**src/rtl/hb_pkg.sv**
```systemverilog
// Shared defaults, fill-state encoding and the saturation helper for the
// half-band centre-tap path.
package hb_pkg;

    localparam int DEF_NUM_CH    = 2;
    localparam int DEF_IN_W      = 15;
    localparam int DEF_COEF_W    = 10;
    localparam int DEF_OUT_W     = 23;
    localparam int DEF_MAX_DEPTH = 8;

    typedef enum logic {
        FILL = 1'b0,
        RUN  = 1'b1
    } fill_state_e;

    // Clamp a sign-extended value into the signed range of a width-bit word.
    function automatic logic signed [63:0] sat(input logic signed [63:0] value,
                                               input int unsigned       width);
        logic signed [63:0] hi;
        logic signed [63:0] lo;
        hi = (64'sd1 <<< (width - 1)) - 64'sd1;
        lo = -hi - 64'sd1;
        if (value > hi) begin
            sat = hi;
        end else if (value < lo) begin
            sat = lo;
        end else begin
            sat = value;
        end
    endfunction

endpackage

```
**src/rtl/hb_sat_mult.sv**
```systemverilog
// Combinational signed sample x coefficient product, saturated to the
// output width, with a flag raised whenever clamping occurred.
module hb_sat_mult
    import hb_pkg::*;
#(
    parameter int IN_W   = DEF_IN_W,
    parameter int COEF_W = DEF_COEF_W,
    parameter int OUT_W  = DEF_OUT_W
) (
    input  logic signed [IN_W-1:0]   sample_i,
    input  logic signed [COEF_W-1:0] coef_i,
    output logic signed [OUT_W-1:0]  prod_o,
    output logic                     sat_o
);

    localparam int PROD_W = IN_W + COEF_W;

    logic signed [PROD_W-1:0] sample_ext;
    logic signed [PROD_W-1:0] coef_ext;
    logic signed [PROD_W-1:0] prod_full;
    logic signed [63:0]       prod_wide;
    logic signed [63:0]       prod_clamped;

    // Both operands widened to the full product width so the multiply is exact.
    assign sample_ext   = {{COEF_W{sample_i[IN_W-1]}}, sample_i};
    assign coef_ext     = {{IN_W{coef_i[COEF_W-1]}}, coef_i};
    assign prod_full    = sample_ext * coef_ext;
    assign prod_wide    = {{(64-PROD_W){prod_full[PROD_W-1]}}, prod_full};
    assign prod_clamped = sat(prod_wide, OUT_W);

    assign prod_o = prod_clamped[OUT_W-1:0];
    assign sat_o  = (prod_clamped != prod_wide);

endmodule

```
**src/rtl/hb_center_tap_path.sv**
```systemverilog
// Multi-channel centre-tap path: per-channel gain with saturation, followed by
// a runtime-selectable sample delay that is primed before outputs are released.
module hb_center_tap_path
    import hb_pkg::*;
#(
    parameter int NUM_CH    = DEF_NUM_CH,
    parameter int IN_W      = DEF_IN_W,
    parameter int COEF_W    = DEF_COEF_W,
    parameter int OUT_W     = DEF_OUT_W,
    parameter int MAX_DEPTH = DEF_MAX_DEPTH,
    parameter int DEPTH_W   = $clog2(MAX_DEPTH + 1)
) (
    input  logic                     clk,
    input  logic                     rst,
    input  logic                     in_valid,
    input  logic [NUM_CH*IN_W-1:0]   in_data,
    input  logic [COEF_W-1:0]        coef,
    input  logic [DEPTH_W-1:0]       depth_sel,
    input  logic                     ovf_clr,
    output logic                     out_valid,
    output logic [NUM_CH*OUT_W-1:0]  out_data,
    output logic                     ovf,
    output logic                     busy_fill
);

    localparam logic [DEPTH_W-1:0] DEPTH_MAX = DEPTH_W'(MAX_DEPTH);

    logic signed [IN_W-1:0]  sample      [NUM_CH];
    logic signed [OUT_W-1:0] prod_sat    [NUM_CH];
    logic signed [OUT_W-1:0] tap_sel     [NUM_CH];
    logic [NUM_CH-1:0]       ch_sat;

    logic signed [OUT_W-1:0] line_q      [NUM_CH][MAX_DEPTH];
    logic signed [OUT_W-1:0] out_data_q  [NUM_CH];
    logic signed [OUT_W-1:0] out_data_d  [NUM_CH];

    fill_state_e             state_q, state_d;
    logic [DEPTH_W-1:0]      depth_q, depth_d;
    logic [DEPTH_W-1:0]      fill_cnt_q, fill_cnt_d;
    logic                    out_valid_q, out_valid_d;
    logic                    ovf_q, ovf_d;

    logic [DEPTH_W-1:0]      depth_req;
    logic                    depth_chg;
    logic                    primed;
    logic                    emit;
    logic                    any_sat;

    // ---------------------------------------------------------------------
    // Per-channel datapath: gain, delay line and output register
    // ---------------------------------------------------------------------
    for (genvar gi = 0; gi < NUM_CH; gi++) begin : g_ch
        assign sample[gi] = in_data[gi*IN_W +: IN_W];

        hb_sat_mult #(
            .IN_W   (IN_W),
            .COEF_W (COEF_W),
            .OUT_W  (OUT_W)
        ) u_sat_mult (
            .sample_i (sample[gi]),
            .coef_i   (coef),
            .prod_o   (prod_sat[gi]),
            .sat_o    (ch_sat[gi])
        );

        // Tap k of the line holds the product accepted k+1 samples ago.
        always_comb begin
            tap_sel[gi] = line_q[gi][0];
            for (int k = 0; k < MAX_DEPTH; k++) begin
                if (depth_q == DEPTH_W'(k + 1)) begin
                    tap_sel[gi] = line_q[gi][k];
                end
            end
        end

        always_comb begin
            out_data_d[gi] = out_data_q[gi];
            if (in_valid) begin
                out_data_d[gi] = (depth_q == '0) ? prod_sat[gi] : tap_sel[gi];
            end
        end

        always_ff @(posedge clk or posedge rst) begin
            if (rst) begin
                for (int k = 0; k < MAX_DEPTH; k++) begin
                    line_q[gi][k] <= '0;
                end
                out_data_q[gi] <= '0;
            end else begin
                if (in_valid) begin
                    line_q[gi][0] <= prod_sat[gi];
                    for (int k = 1; k < MAX_DEPTH; k++) begin
                        line_q[gi][k] <= line_q[gi][k-1];
                    end
                end
                out_data_q[gi] <= out_data_d[gi];
            end
        end

        assign out_data[gi*OUT_W +: OUT_W] = out_data_q[gi];
    end

    // ---------------------------------------------------------------------
    // Depth control, fill state machine and sticky overflow
    // ---------------------------------------------------------------------
    assign depth_req = (depth_sel > DEPTH_MAX) ? DEPTH_MAX : depth_sel;
    assign depth_chg = (depth_req != depth_q);
    assign any_sat   = |ch_sat;

    // A sample may leave once at least depth_q samples precede it in this
    // priming epoch; a depth change starts a new epoch and never emits.
    assign primed = (state_q == RUN) || (fill_cnt_q >= depth_q);
    assign emit   = in_valid && !depth_chg && primed;

    always_comb begin
        state_d     = state_q;
        depth_d     = depth_q;
        fill_cnt_d  = fill_cnt_q;
        out_valid_d = emit;
        ovf_d       = ovf_q;

        if (depth_chg) begin
            depth_d    = depth_req;
            state_d    = FILL;
            fill_cnt_d = in_valid ? DEPTH_W'(1) : '0;
        end else if (in_valid) begin
            if (fill_cnt_q < DEPTH_MAX) begin
                fill_cnt_d = fill_cnt_q + DEPTH_W'(1);
            end
            if (primed) begin
                state_d = RUN;
            end
        end

        if (in_valid && any_sat) begin
            ovf_d = 1'b1;
        end else if (ovf_clr) begin
            ovf_d = 1'b0;
        end
    end

    always_ff @(posedge clk or posedge rst) begin
        if (rst) begin
            state_q     <= FILL;
            depth_q     <= '0;
            fill_cnt_q  <= '0;
            out_valid_q <= 1'b0;
            ovf_q       <= 1'b0;
        end else begin
            state_q     <= state_d;
            depth_q     <= depth_d;
            fill_cnt_q  <= fill_cnt_d;
            out_valid_q <= out_valid_d;
            ovf_q       <= ovf_d;
        end
    end

    assign out_valid = out_valid_q;
    assign ovf       = ovf_q;
    assign busy_fill = (state_q == FILL);

endmodule

```
**config.mk**
```make
export PLATFORM = sky130hd
export DESIGN_NAME = hb_center_tap_path
export DESIGN_NICKNAME = d
export VERILOG_FILES = /design/src/rtl/hb_pkg.sv /design/src/rtl/hb_sat_mult.sv /design/src/rtl/hb_center_tap_path.sv
export SDC_FILE = /design/constraint.sdc
export NUM_CORES = 2
export LEC_CHECK = 0
export ABC_AREA = 0
export CELL_PAD_IN_SITES_DETAIL_PLACEMENT = 1
export CELL_PAD_IN_SITES_GLOBAL_PLACEMENT = 1
export CORE_AREA = 2 2 255 257
export CTS_BUF_LIST = sky130_fd_sc_hd__clkbuf_8 sky130_fd_sc_hd__clkbuf_16
export CTS_CLUSTER_DIAMETER = 80
export CTS_CLUSTER_SIZE = 20
export DETAILED_ROUTE_END_ITERATION = 12
export DIE_AREA = 0 0 257 259
export PLACE_DENSITY = 0.77
export SLEW_MARGIN = 20
export SYNTH_ARGS = -nofsm -noshare
export SYNTH_HDL_FRONTEND = slang
export SYNTH_SLANG_ARGS = --single-unit
```
**constraint.sdc**
```tcl
create_clock -name clk -period 16.7 [get_ports clk]
set_input_delay 1.67 -clock clk [delete_from_list [all_inputs] [get_ports clk]]
set_output_delay 1.67 -clock clk [all_outputs]
set_load 0.01 [all_outputs]
```
---- After elaboration in Yosys (flattened, before gate mapping) ----
Cells that the tools add are included.
cells by class
  $lt $le $gt $ge ......................... 7
  reduce and logical (&&, ||, !) cells .... 13
  bitwise gates (word level) .............. 1
  equality and inequality tests ........... 10
  $mul .................................... 2
  add/sub/neg operators ................... 1
  muxes and demuxes ....................... 30
operator list
  kind                                                              count
  two-way mux 23 bit                                                16
  two-way mux 64 bit                                                4
  inequality test 64 x 25 -> 1 bit                                  2
  greater-than comparator 25 x 23 -> 1 bit (second input constant)  2
  less-than comparator 25 x 23 -> 1 bit (second input constant)     2
  multiplier 15 x 10 -> 25 bit                                      2
  equality test 4 x 3 -> 1 bit (second input constant)              4
  two-way mux 4 bit                                                 4
  equality test 4 x 2 -> 1 bit (second input constant)              2
  nonzero test 2 bit                                                4
  two-way mux 1 bit                                                 6
  adder 4 x 1 -> 4 bit (second input constant)                      1
  equality test 4 bit (second input constant)                       1
  >= comparator 4 bit                                               1
  greater-than comparator 4 bit (second input constant)             1
  logical NOT 4 bit                                                 1
  less-than comparator 4 bit (second input constant)                1
  inequality test 4 bit                                             1
  AND reduction 2 bit                                               2
  logical AND 1 bit                                                 3
  OR reduction 2 bit                                                1
  logical NOT 1 bit                                                 1
  logical OR 1 bit                                                  1
  inverter 1 bit                                                    1
word-level totals
  bits in registers ....................... 425
  word-level logic and storage cells ...... 87
  output and inout port bits .............. 49

---- Logic depth before layout (Yosys ltp) ----
  word-level depth ........................ 9
  mapped depth ............................ 30
  depth with buffers taken out ............ 27

---- Modules after synthesis ----
From an unflattened synthesis, not the netlist that was laid out.
unflattened totals
  cells, all modules ...................... 3,352
  area total of the unflattened synthesis .. 32,872.8 µm²
modules (own cells, without submodules)
  module                             seq. area each (µm²)  area each (µm²)  instances  cells each
  hb_center_tap_path                 10,635.2              20,076.8         1          1,807
  hb_sat_mult at g_ch[1].u_sat_mult  0.0                   6,401.1          1          771
  hb_sat_mult at g_ch[0].u_sat_mult  0.0                   6,394.9          1          774

---- Worst setup path after synthesis ----
OpenSTA, ideal clock, no wires.
  kind .................................... input-to-reg
  start ................................... input coef[5]
  end ..................................... register out_data_q (netlist bit out_data[17])
  slack ................................... 8.430 ns
  setup time .............................. 0.140 ns
  buffers on the path ..................... 4
  arrival time ............................ 8.130 ns
  stages on the path ...................... 27
  cells stage by stage .................... clkbuf_1 > clkbuf_1 > nand2_1 > fa_1 > inv_1 > fa_1 > fa_1 > fa_1 > inv_1 > fa_1 > inv_1 > ha_1 > and3_1 > and4b_1 > o21a_1 > o2111ai_2 > a21o_1 > and2_0 > inv_1 > or3_1 > ha_1 > clkbuf_1 > clkbuf_1 > nor2_1 > or3_1 > o211ai_1 > a31oi_1
between the ends
  word-level cells in the longest chain between the ends .. 5
ends and longest elaborated chain
  item                                   line                      RTL
  start: declaration                     hb_center_tap_path.sv:17  input logic [COEF_W-1:0] coef,
  multiplier 15 x 10 -> 25 bit *         hb_sat_mult.sv:27         assign prod_full = sample_ext * coef_ext;
  less-than comparator 25 x 23 -> 1 bit  hb_pkg.sv:25              end else if (value < lo) begin
  two-way mux 64 bit                     hb_pkg.sv:25
  two-way mux 64 bit *                   hb_pkg.sv:23              if (value > hi) begin
  two-way mux 23 bit *                   hb_center_tap_path.sv:79  out_data_d[gi] = (depth_q == '0) ? prod_sat[gi] : tap_sel[gi];
  end signal: indexed assignment         hb_center_tap_path.sv:96  out_data_q[gi] <= out_data_d[gi];
  end: declaration                       hb_center_tap_path.sv:34  logic signed [OUT_W-1:0] out_data_q [NUM_CH];
Mark *: on every way between the ends. The rest lies on a longest branch, timed or not.
A chain may end at the register's enable or synchronous reset.

---- Final worst setup path ----
  start ................................... input coef[1]
  end ..................................... register out_data_q (netlist bit out_data[40])
The elaborated chain is that of the path after synthesis.

==> impl_metrics.env <==
export IMPL_status="completed"
export IMPL_cts_resized=0
export IMPL_grt_pass1_wl_mm=136
export IMPL_via_per_inst=5.74
export IMPL_grt_max_degree=175
export IMPL_cts_tree="done"
export IMPL_vias=22678
export IMPL_nets=3529
export IMPL_timing_critical_path_from_type="input pin"
export IMPL_gr_usage_all_layers_pct=25.1
export IMPL_crit_chain="clkdlybuf4s50_1 -> buf_4 -> nand2_1 -> fa_1 -> fa_1 -> inv_1 -> fa_1 -> fa_1 -> inv_1 -> fa_1 -> inv_1 -> ha_1 -> nor2_1 -> o31ai_1 -> a21oi_1 -> a31oi_1 -> a31oi_1 -> xnor2_1 -> inv_1 -> ha_1 -> inv_1 -> and2_1 -> or4_1 -> a41o_1"
export IMPL_netlist_area_um2=31500
export IMPL_hold_depth=1
export IMPL_cap_violations=0
export IMPL_slew_headroom_pct=26.7
export IMPL_numClockSinks=425
export IMPL_clk_pin_slew_ns=0.09
export IMPL_synth_avg_cell_area_um2=10.0
export IMPL_fin_skew_ns=0.0101
export IMPL_cts_buffers=25
export IMPL_setup_violations_final=0
export IMPL_rows=93
export IMPL_end_kind="flop"
export IMPL_detailed_place_hpwl_mm=57.1
export IMPL_dpl_worst_slack_ns=6.84
export IMPL_synth_distinct_cells=72
export IMPL_async_flop_share_pct=100
export IMPL_yosysWarnings=0
export IMPL_hold_class="flop to flop"
export IMPL_antenna_left=0
export IMPL_yosysTopAreaCell="dfrtp_1"
export IMPL_max_stage_delay_ns=0.83
export IMPL_drtIter0Drc=1237
export IMPL_crit_type="input pin to flop"
export IMPL_tns_ns=0
export IMPL_routabilityCongestion=0.834
export IMPL_tightestPinTransition_ns=1.10
export IMPL_io_pins=97
export IMPL_dr_pass1_iters=5
export IMPL_drive_above_1_share_pct=13.5
export IMPL_synth_top_area_share_pct=33.7
export IMPL_rsz0062_at_grt="no"
export IMPL_ctsHoldBuffers=0
export IMPL_slowest_stage="fa_1"
export IMPL_clock_fmax_mhz=107
export IMPL_hold_end="line_q[200]$_DFFE_PP0P_"
export IMPL_start_util_pct=49.4
export IMPL_clockRootBuffer="clkbuf_16"
export IMPL_area_growth_syn_to_layout_pct=6.98
export IMPL_yosysMostFrequentCell="dfrtp_1"
export IMPL_required_ns=17.15
export IMPL_ys_flop_type="dfrtp_1"
export IMPL_cp_max_fo=30
export IMPL_worst_r2r_cell_count=12
export IMPL_wl_mm=81.9
export IMPL_coreArea_um2=63900
export IMPL_post_cts_buffers=0
export IMPL_drc=0
export IMPL_critPathArrivalTime_ns=9.76
export IMPL_yosys_top_cells_count="dfrtp_1 (425), inv_1 (392), mux2_2 (326)"
export IMPL_die_w_um=257
export IMPL_synth_edf_count=0
export IMPL_clock_path_buffers=3
export IMPL_timing_rr_end="out_data[22]$_DFFE_PP0P_"
export IMPL_syn_nets=3589
export IMPL_fin_crit_ns=9.31
export IMPL_grt_pass1_vias=25448
export IMPL_hp_start="line_q[200]$_DFFE_PP0P_"
export IMPL_synth_seq_cells=425
export IMPL_numPortBuffers=96
export IMPL_nFillCells=7012
export IMPL_die_area_um2=66600
export IMPL_min_period_over_period_pct=55.7
export IMPL_htreeDepth=1
export IMPL_die_h_um=259
export IMPL_r2r_start="depth_q[3]$_DFFE_PP0N_"
export IMPL_timing_final_max_slew_violations=0
export IMPL_critPathLaunch="coef[1]"
export IMPL_synth_area_leaders="dfrtp_1 (34%), fa_1 (17%), mux2_2 (12%)"
export IMPL_grt_remaining_overflow=0
export IMPL_antenna_found_initial=4
export IMPL_layout_setup_ws_ns=7.39
export IMPL_rrSetupSlack_ns=12.37
export IMPL_syn_inst=3154
export IMPL_wl_per_cell_um=20.7
export IMPL_hold_viol=0
export IMPL_yosysSeqAreaShare_pct=33.7
export IMPL_clock_latency_ns=0.56
-- cell families (layout without fill, tap and decap cells) --
family | Yosys count | in the layout | synth area share [%]
compound gates | 501 | 501 | 10.6
fa+ha+maj | 387 | 387 | 21.6
buf+inv | 606 | 546 | 7.29
simple gates | 804 | 804 | 12.0
xor+xnor | 54 | 54 | 1.50
flops | 425 | 425 | 33.7
other cells | 0 | 1 | 0
mux | 377 | 377 | 13.3
-- how the worst max path moves through the flow --
stage / endpoint / slack [ns] / cells after the start
finish: out_data[40]$_DFFE_PP0P_ / 7.39 / 24
global route: out_data[40]$_DFFE_PP0P_ / 6.91 / 24
CTS: out_data[40]$_DFFE_PP0P_ / 7.43 / 24
detailed placement: out_data[40]$_DFFE_PP0P_ / 6.84 / 24
global placement: out_data[40]$_DFFE_PP0P_ / 7.15 / 24
floorplan: depth_q[0]$_DFFE_PP0N_ / 3.20 / 1
-- cells in the final DEF, fill, tap and decap left out, types with 7 or more instances in the layout --
cell type        netlist  layout
dfrtp_1              425     425
inv_1                392     391
mux2_2               326     326
nor2_1               274     273
fa_1                 262     262
nand2_1              228     227
a21oi_1              143     143
ha_1                 125     125
and2_1               121     121
a211oi_1             114     114
clkdlybuf4s50_1        0      94
o211ai_1              62      62
mux2i_1               51      51
a31oi_1               47      47
o21ai_0               42      42
nor2b_1               40      39
xnor2_1               35      35
or3_1                 30      29
buf_4                  1      27
clkbuf_16              0      25
nor3_1                21      20
xor2_1                19      19
nand2b_1              16      16
nand3_1               16      14
a21o_1                11      11
o2111ai_1              8       8
o221ai_1               8       8
nor4_1                 9       7
or4_1                  7       7
-- registers in the layout, indices dropped and copies added, names as in the netlist --
name and cells:
fill_cnt_q 4, out_data 46, line_q 368, ovf 1, out_valid 1, depth_q 4, state_q 1
-- through the flow --
stage	cell area (um^2)	hold slack (ns)	utilization, %	instances
floorplan	31500	0.472	-	3154
global placement	33100	0.484	51.7	3921
detailed placement	33100	0.490	51.7	3921
CTS	33700	0.507	52.8	3948
global route	33700	0.533	52.8	3949
finish	33700	0.505	52.8	3950
-- worst max-delay path, delay by kind of cell --
| kind | cells | cell delay, ns |
|---|---|---|
| AOI/OAI and AO/OA | 5 | 1.16 |
| xor gates and xnor gates | 1 | 0.52 |
| adders and majority gates | 7 | 3.79 |
| buffers and inverters | 7 | 1.60 |
| and+or+nand+nor | 4 | 0.98 |
-- metal layers --
metal  wire length, um  track usage [%]  vias to the layer above
met1             36100             33.0                    11867
li1                  -                -                    10334
met4              1600             6.10                        2
met3              2980             2.74                       96
met5                13                0                        -
met2             41300             44.6                      379
-- final cells by class --
class | count | area [um^2] | share of cell area, %
Sequential cell | 425 | 10600 | 31.5
Tap cell | 855 | 1070 | 3.17
Inverter | 392 | 1480 | 4.38
Multi-Input combinational cell | 2123 | 18700 | 55.3
Clock inverter | 2 | 21.3 | 0.0630
Clock buffer | 25 | 626 | 1.85
Antenna cell | 1 | 2.50 | 0.00742
Timing Repair Buffer | 127 | 1230 | 3.66
Power is not shown: default switching activity piles up to over one toggle a cycle in this logic, so the estimate is an artifact.
